`config.mk`:
```
export PLATFORM = sky130hd
export DESIGN_NAME = montgomery_rr_arbiter
export DESIGN_NICKNAME = d
export VERILOG_FILES = /design/src/rtl/montgomery_rr_arbiter.sv
export SDC_FILE = /design/constraint.sdc
export NUM_CORES = 1
export LEC_CHECK = 0
export ABC_AREA = 0
export CAP_MARGIN = 20
export CORE_ASPECT_RATIO = 1.2
export CORE_MARGIN = 5
export CORE_UTILIZATION = 41
export CTS_BUF_LIST = sky130_fd_sc_hd__clkbuf_2
export CTS_CLUSTER_DIAMETER = 40
export CTS_CLUSTER_SIZE = 8
export DETAILED_ROUTE_END_ITERATION = 10
export GPL_TIMING_DRIVEN = 1
export PLACE_DENSITY_LB_ADDON = 0.08
export SLEW_MARGIN = 25
export SYNTH_ARGS = -nofsm -noshare
export SYNTH_HDL_FRONTEND = slang
export SYNTH_SLANG_ARGS = --single-unit
export TNS_END_PERCENT = 5
```
`constraint.sdc`:
```
create_clock -name clk -period 5.7 [get_ports clk]
set_input_delay 1.14 -clock clk [delete_from_list [all_inputs] [get_ports clk]]
set_output_delay 1.14 -clock clk [all_outputs]
set_load 0.01 [all_outputs]
```
`src/rtl/montgomery_rr_arbiter.sv`:
```
// Round-robin arbiter sharing one 2-stage Montgomery reducer among NUM_REQ NTT lanes; results return in issue order.
// Latency: 3 cycles from request accept to rsp_valid when unstalled; 1 op/cycle, at most 3 ops held.
// Backpressure: rsp_valid & ~rsp_ready freezes issue reg, tags, rr_ptr and the reducer (mr_en=0); req_ready drops.
//
// Ports:
//   clk, reset_n        clock, async active-low reset
//   flush               sync discard of all in-flight operations
//   req_valid/ready     per-lane operand handshake, req_data lane i at [32*i+31:32*i]
//   rsp_valid/ready     result handshake with rsp_data (residue 0..2q-1) and rsp_id
//   mr_*                reducer control/operand out, result/valid in
//   busy, done_cnt      activity flag and accepted-response counter (wraps)
module montgomery_rr_arbiter #(
  parameter int NUM_REQ = 4,
  parameter int CNT_W   = 16,
  localparam int ID_W   = $clog2(NUM_REQ)
) (
  input  logic                   clk,
  input  logic                   reset_n,
  input  logic                   flush,
  input  logic [NUM_REQ-1:0]     req_valid,
  input  logic [32*NUM_REQ-1:0]  req_data,
  output logic [NUM_REQ-1:0]     req_ready,
  output logic                   rsp_valid,
  input  logic                   rsp_ready,
  output logic [15:0]            rsp_data,
  output logic [ID_W-1:0]        rsp_id,
  output logic                   mr_en,
  output logic                   mr_load,
  output logic                   mr_reset,
  output logic [31:0]            mr_in,
  input  logic [15:0]            mr_out,
  input  logic                   mr_valid,
  output logic                   busy,
  output logic [CNT_W-1:0]       done_cnt
);

  logic            rst_hold;     // high in reset and for the first cycle after release
  logic            stall;
  logic            arb_en;
  logic [ID_W-1:0] rr_ptr;
  logic            gnt_found;
  logic [ID_W-1:0] gnt_idx;

  logic            issue_load;
  logic [31:0]     issue_data;
  logic [ID_W-1:0] issue_id;

  logic [1:0]      tag_vld;
  logic [ID_W-1:0] tag_id [2];

  // Reducer reset stays asserted one cycle past release so it comes up clean
  // even though its reset is synchronous.
  always_ff @(posedge clk or negedge reset_n) begin
    if (!reset_n) rst_hold <= 1'b1;
    else          rst_hold <= 1'b0;
  end

  assign mr_reset  = rst_hold | flush;
  // Gate with rst_hold: the reducer may still show a stale valid while reset_n is low.
  assign rsp_valid = mr_valid & ~rst_hold;
  assign rsp_data  = mr_out;
  assign rsp_id    = tag_id[1];
  assign stall     = rsp_valid & ~rsp_ready;
  // Reset/flush must reach the reducer even while the consumer is stalling.
  assign mr_en     = ~stall | mr_reset;
  assign arb_en    = ~stall & ~flush & ~rst_hold;
  assign mr_load   = issue_load;
  assign mr_in     = issue_data;
  assign busy      = issue_load | (|tag_vld) | rsp_valid;

  // Round-robin search starting one past the last granted lane.
  always_comb begin : arb
    int              idx;
    logic [ID_W-1:0] cand;
    idx       = 0;
    cand      = '0;
    gnt_found = 1'b0;
    gnt_idx   = '0;
    req_ready = '0;
    for (int off = 1; off <= NUM_REQ; off++) begin
      idx  = (int'(rr_ptr) + off) % NUM_REQ;
      cand = ID_W'(idx);
      if (!gnt_found && req_valid[cand]) begin
        gnt_found = 1'b1;
        gnt_idx   = cand;
      end
    end
    if (arb_en && gnt_found) req_ready[gnt_idx] = 1'b1;
  end

  always_ff @(posedge clk or negedge reset_n) begin
    if (!reset_n) begin
      rr_ptr     <= ID_W'(NUM_REQ - 1);
      issue_load <= 1'b0;
      issue_data <= '0;
      issue_id   <= '0;
    end else if (flush) begin
      issue_load <= 1'b0;
    end else if (!stall) begin
      issue_load <= arb_en & gnt_found;
      if (arb_en && gnt_found) begin
        rr_ptr     <= gnt_idx;
        issue_data <= req_data[32*gnt_idx +: 32];
        issue_id   <= gnt_idx;
      end
    end
  end

  // ID shadow of the reducer pipeline; moves exactly when the reducer does.
  always_ff @(posedge clk or negedge reset_n) begin
    if (!reset_n) begin
      tag_vld   <= '0;
      tag_id[0] <= '0;
      tag_id[1] <= '0;
    end else if (mr_reset) begin
      tag_vld   <= '0;
      tag_id[0] <= '0;
      tag_id[1] <= '0;
    end else if (mr_en) begin
      tag_vld   <= {tag_vld[0], issue_load};
      tag_id[0] <= issue_id;
      tag_id[1] <= tag_id[0];
    end
  end

  // Counts accepts even in a flush cycle.
  always_ff @(posedge clk or negedge reset_n) begin
    if (!reset_n)                    done_cnt <= '0;
    else if (rsp_valid && rsp_ready) done_cnt <= done_cnt + CNT_W'(1);
  end

endmodule

```
==> impl_metrics.csv <==
group,metric,value,unit
outcome,status,"finished, final reports clean",
timing,slew_viol_final,0,
timing,fmax,215,MHz
routing,top_layer_used,"met4",
worst_setup_path,path_delay_family,"buffers and inverters",
grt,grtUsageTotal,23.1,%
grt,overflow,0,
floorplanning,die-area,10900,um^2
timing,hold_viol,0,
timing,fin_setup_tns,0,ns
routing,vias,3828,
clock_network,clk_latency,0.45,ns
routing,route.met3.wl,998,um
floorplanning,core-area,8660,um^2
synthesis,yosysWarnings,0,
clock_network,cts_root_buf,"clkbuf_2",
worst_setup_path,required,4.56,ns
synthesis,synth_edf_count,0,
worst_setup_path,r2r-start,"rr_ptr[1]",
routing,drc,0,
synthesis,synthArstFlopShare,100,%
clock_network,ctsResizeCount,0,
routing,detail_route.wirelength,12.5,mm
floorplanning,ioPinCount,228,
synthesis,ys_seq_area_share,41.1,%
routing,drt-vias-per-instance,5.55,
clock_network,post_cts_buffers,0,
routing,drtIter0Drc,180,
final_layout,drive_gt1_share,6.81,%
synthesis,synth_top_flop_cell,"dfrtp_1",
synthesis,synth-seq-cells,60,
worst_setup_path,r2r_setup_slack,3.49,ns
routing,wl_met1,4.64,mm
timing,rsz0062_at_grt,"no",
synthesis,synth_cell_types,48,
timing,hold_ws,0.485,ns
worst_setup_path,critPathMaxStageDelay,0.55,ns
worst_setup_path,r2r-end,"mr_in[17]",
min_path,hold_start,"done_cnt[15]",
floorplanning,dieHeight,113,um
clock_network,clk_pin_slew,0.16,ns
worst_setup_path,critPathBufInv,3,
run,maxCapViolCount,0,
clock_network,cts_buffer_depth,2,
pwr,p_leak,2.24,nW
worst_setup_path,critPathCaptureType,"output port",
synthesis,synth_nets,559,
worst_setup_path,cp_slowest_cell,"clkdlybuf4s50_1",
final_layout,mostFrequentLayoutCells,"194 x clkdlybuf4s50_1, 57 x dfrtp_1, 42 x a21oi_1",
worst_setup_path,r2r_cells,5,
worst_setup_path,crit_chain,"clkdlybuf4s50_1, or2_0, nor2_2, o21a_1, buf_4, and2_1, clkdlybuf4s50_1",
pwr,p_total,1.47,mW
placement,portBuffers,195,
floorplanning,num_rows,37,
synthesis,synth_area,3660,um^2
timing,tightest_slew,0.779,ns
timing,finalWorstPathRequiredPeriod,4.66,ns
min_path,hold_path_class,"flip-flop to flip-flop",
clock_network,cts_tree,"built",
worst_setup_path,critPathLaunchType,"input port",
synthesis,syn_inst,405,
grt,grt_first_pass_wirelength,19.6,mm
final_layout,layout.nets,722,
placement,dp_hpwl,9.23,mm
routing,postRouteAntennaNets,0,
worst_setup_path,crit_fanout,37,
clock_network,cts_buffers,9,
pwr,power_per_cell_area,263,nW/um^2
grt,grt_pass1_vias,3952,
min_path,holdPathStages,1,
routing,avgRoutedWirePerCell,18.1,um
clock_network,htreeDepth,3,
routing,detail_route.first_pass.iterations,4,
final_layout,layout_commonest_cell,"clkdlybuf4s50_1",
timing,maxSlewHeadroom,48.1,%
pwr,vdd_drop_max,0.109,mV
floorplanning,start_util,42.3,%
grt,antenna_found_initial,0,
final_layout,fillerInstances,756,
final_layout,antennaDiodeCount,0,
timing,finalCritPeriodShare,81.8,%
placement,place_congestion,0.845,
grt,grt_max_degree,61,
floorplanning,fp.dieW,96.2,um
synthesis,postSynthAreaPerCell,9.04,um^2
worst_setup_path,crit_type,"input port to output port",
routing,wl_met2,6.54,mm
clock_network,hold_buffers,0,
clock_network,clkSinkCount,60,
worst_setup_path,cp.arrival,3.52,ns
timing,finClkSkew,0.0255,ns
min_path,hold_end,"done_cnt[15]",
timing,setup_viol,0,
final_layout,syn2layout_area_growth,53.3,%
worst_setup_path,crit_path_frequent_cell,"clkdlybuf4s50_1",
[cells in the mapped netlist, drive strengths merged (2+ instances only)]
master,number,area [um^2]
a21o,2,15.0
clkbuf,12,46.3
inv,6,22.5
nor2,25,98.8
or2,2,12.5
o21a,2,15.0
dfstp,3,78.8
and2,2,12.5
nor2b,5,31.3
nand3,24,120
a21oi,44,224
o22ai,2,12.5
a221oi,17,166
o21ai,36,188
dfrtp,57,1430
nand2,26,97.6
nand2b,4,32.5
xnor2,13,114
a221o,16,160
a21boi,16,120
and3,18,113
nand4,4,25.0
xor2,2,17.5
o22a,16,140
buf,38,254
[layout make-up]
cell class                 instances  area (um^2)  area share, %
sequential                        60         1510           26.8
clock buffer                      10         50.0          0.892
clock inverter                     6         31.3          0.558
multi-input combinational        289         1850           33.1
tap                              117          146           2.61
inverter                           6         22.5          0.402
timing repair buffer             202         2000           35.6
[metrics by stage]
stage | std cells | utilization [%] | worst slack [ns] | area [um^2]
final | 690 | 64.8 | 1.04 | 5610
after global routing | 690 | 64.8 | 0.939 | 5610
after CTS | 690 | 64.8 | 1.03 | 5610
after detailed placement | 674 | 63.9 | 1.05 | 5530
after global placement | 674 | 63.8 | 1.13 | 5530
after floorplan | 405 | - | 2.15 | 3660
[registers in the layout (all words and copies together) (netlist names)]
signal / count
mr_in: 32
done_cnt: 16
issue_id: 2
rr_ptr: 2
rsp_id: 2
tag_id: 2
tag_vld: 2
mr_load: 1
rst_hold: 1
[kinds of logic (layout without fill, tap and decap cells)]
kind of cell / count (synthesis) / in the layout / share of synthesized area, %
fa+ha+maj: 1 / 1 / 0.342
flops: 60 / 60 / 41.1
other cells: 1 / 1 / 0.102
compound gates: 155 / 155 / 29.6
simple gates: 115 / 115 / 15.9
buf+inv: 56 / 224 / 8.82
mux: 2 / 2 / 0.581
xor+xnor: 15 / 15 / 3.59
[layer usage]
layer / vias up / track usage [%]
met5: - / 0
met4: 0 / 11.5
met3: 24 / 6.66
met2: 166 / 39.8
met1: 1838 / 25.4
li1: 1800 / -
[power breakdown]
| part | total [mW] | switching [mW] | internal (mW) |
|---|---|---|---|
| combinational | 0.675 | 0.315 | 0.360 |
| clock | 0.205 | 0.151 | 0.0549 |
| sequential | 0.592 | 0.0751 | 0.517 |
[worst max path at each step]
stage | depth (start not counted) | slack, ns | start | end
global route | 7 | 0.94 | flush | req_ready[0]
global placement | 7 | 1.13 | flush | req_ready[0]
finish | 7 | 1.04 | flush | req_ready[0]
detailed placement | 7 | 1.05 | flush | req_ready[0]
CTS | 7 | 1.03 | flush | req_ready[0]
floorplan | 7 | 2.15 | flush | req_ready[2]
[worst reg2reg max path, stage by stage, from the launching register on]
cell and delay [ns]:
dfstp_2 0.76, nand2b_1 0.26, a21oi_1 0.09, o21a_1 0.43
a221oi_1 0.45, a21oi_1 0.13
(Power assumes the default switching activity.)
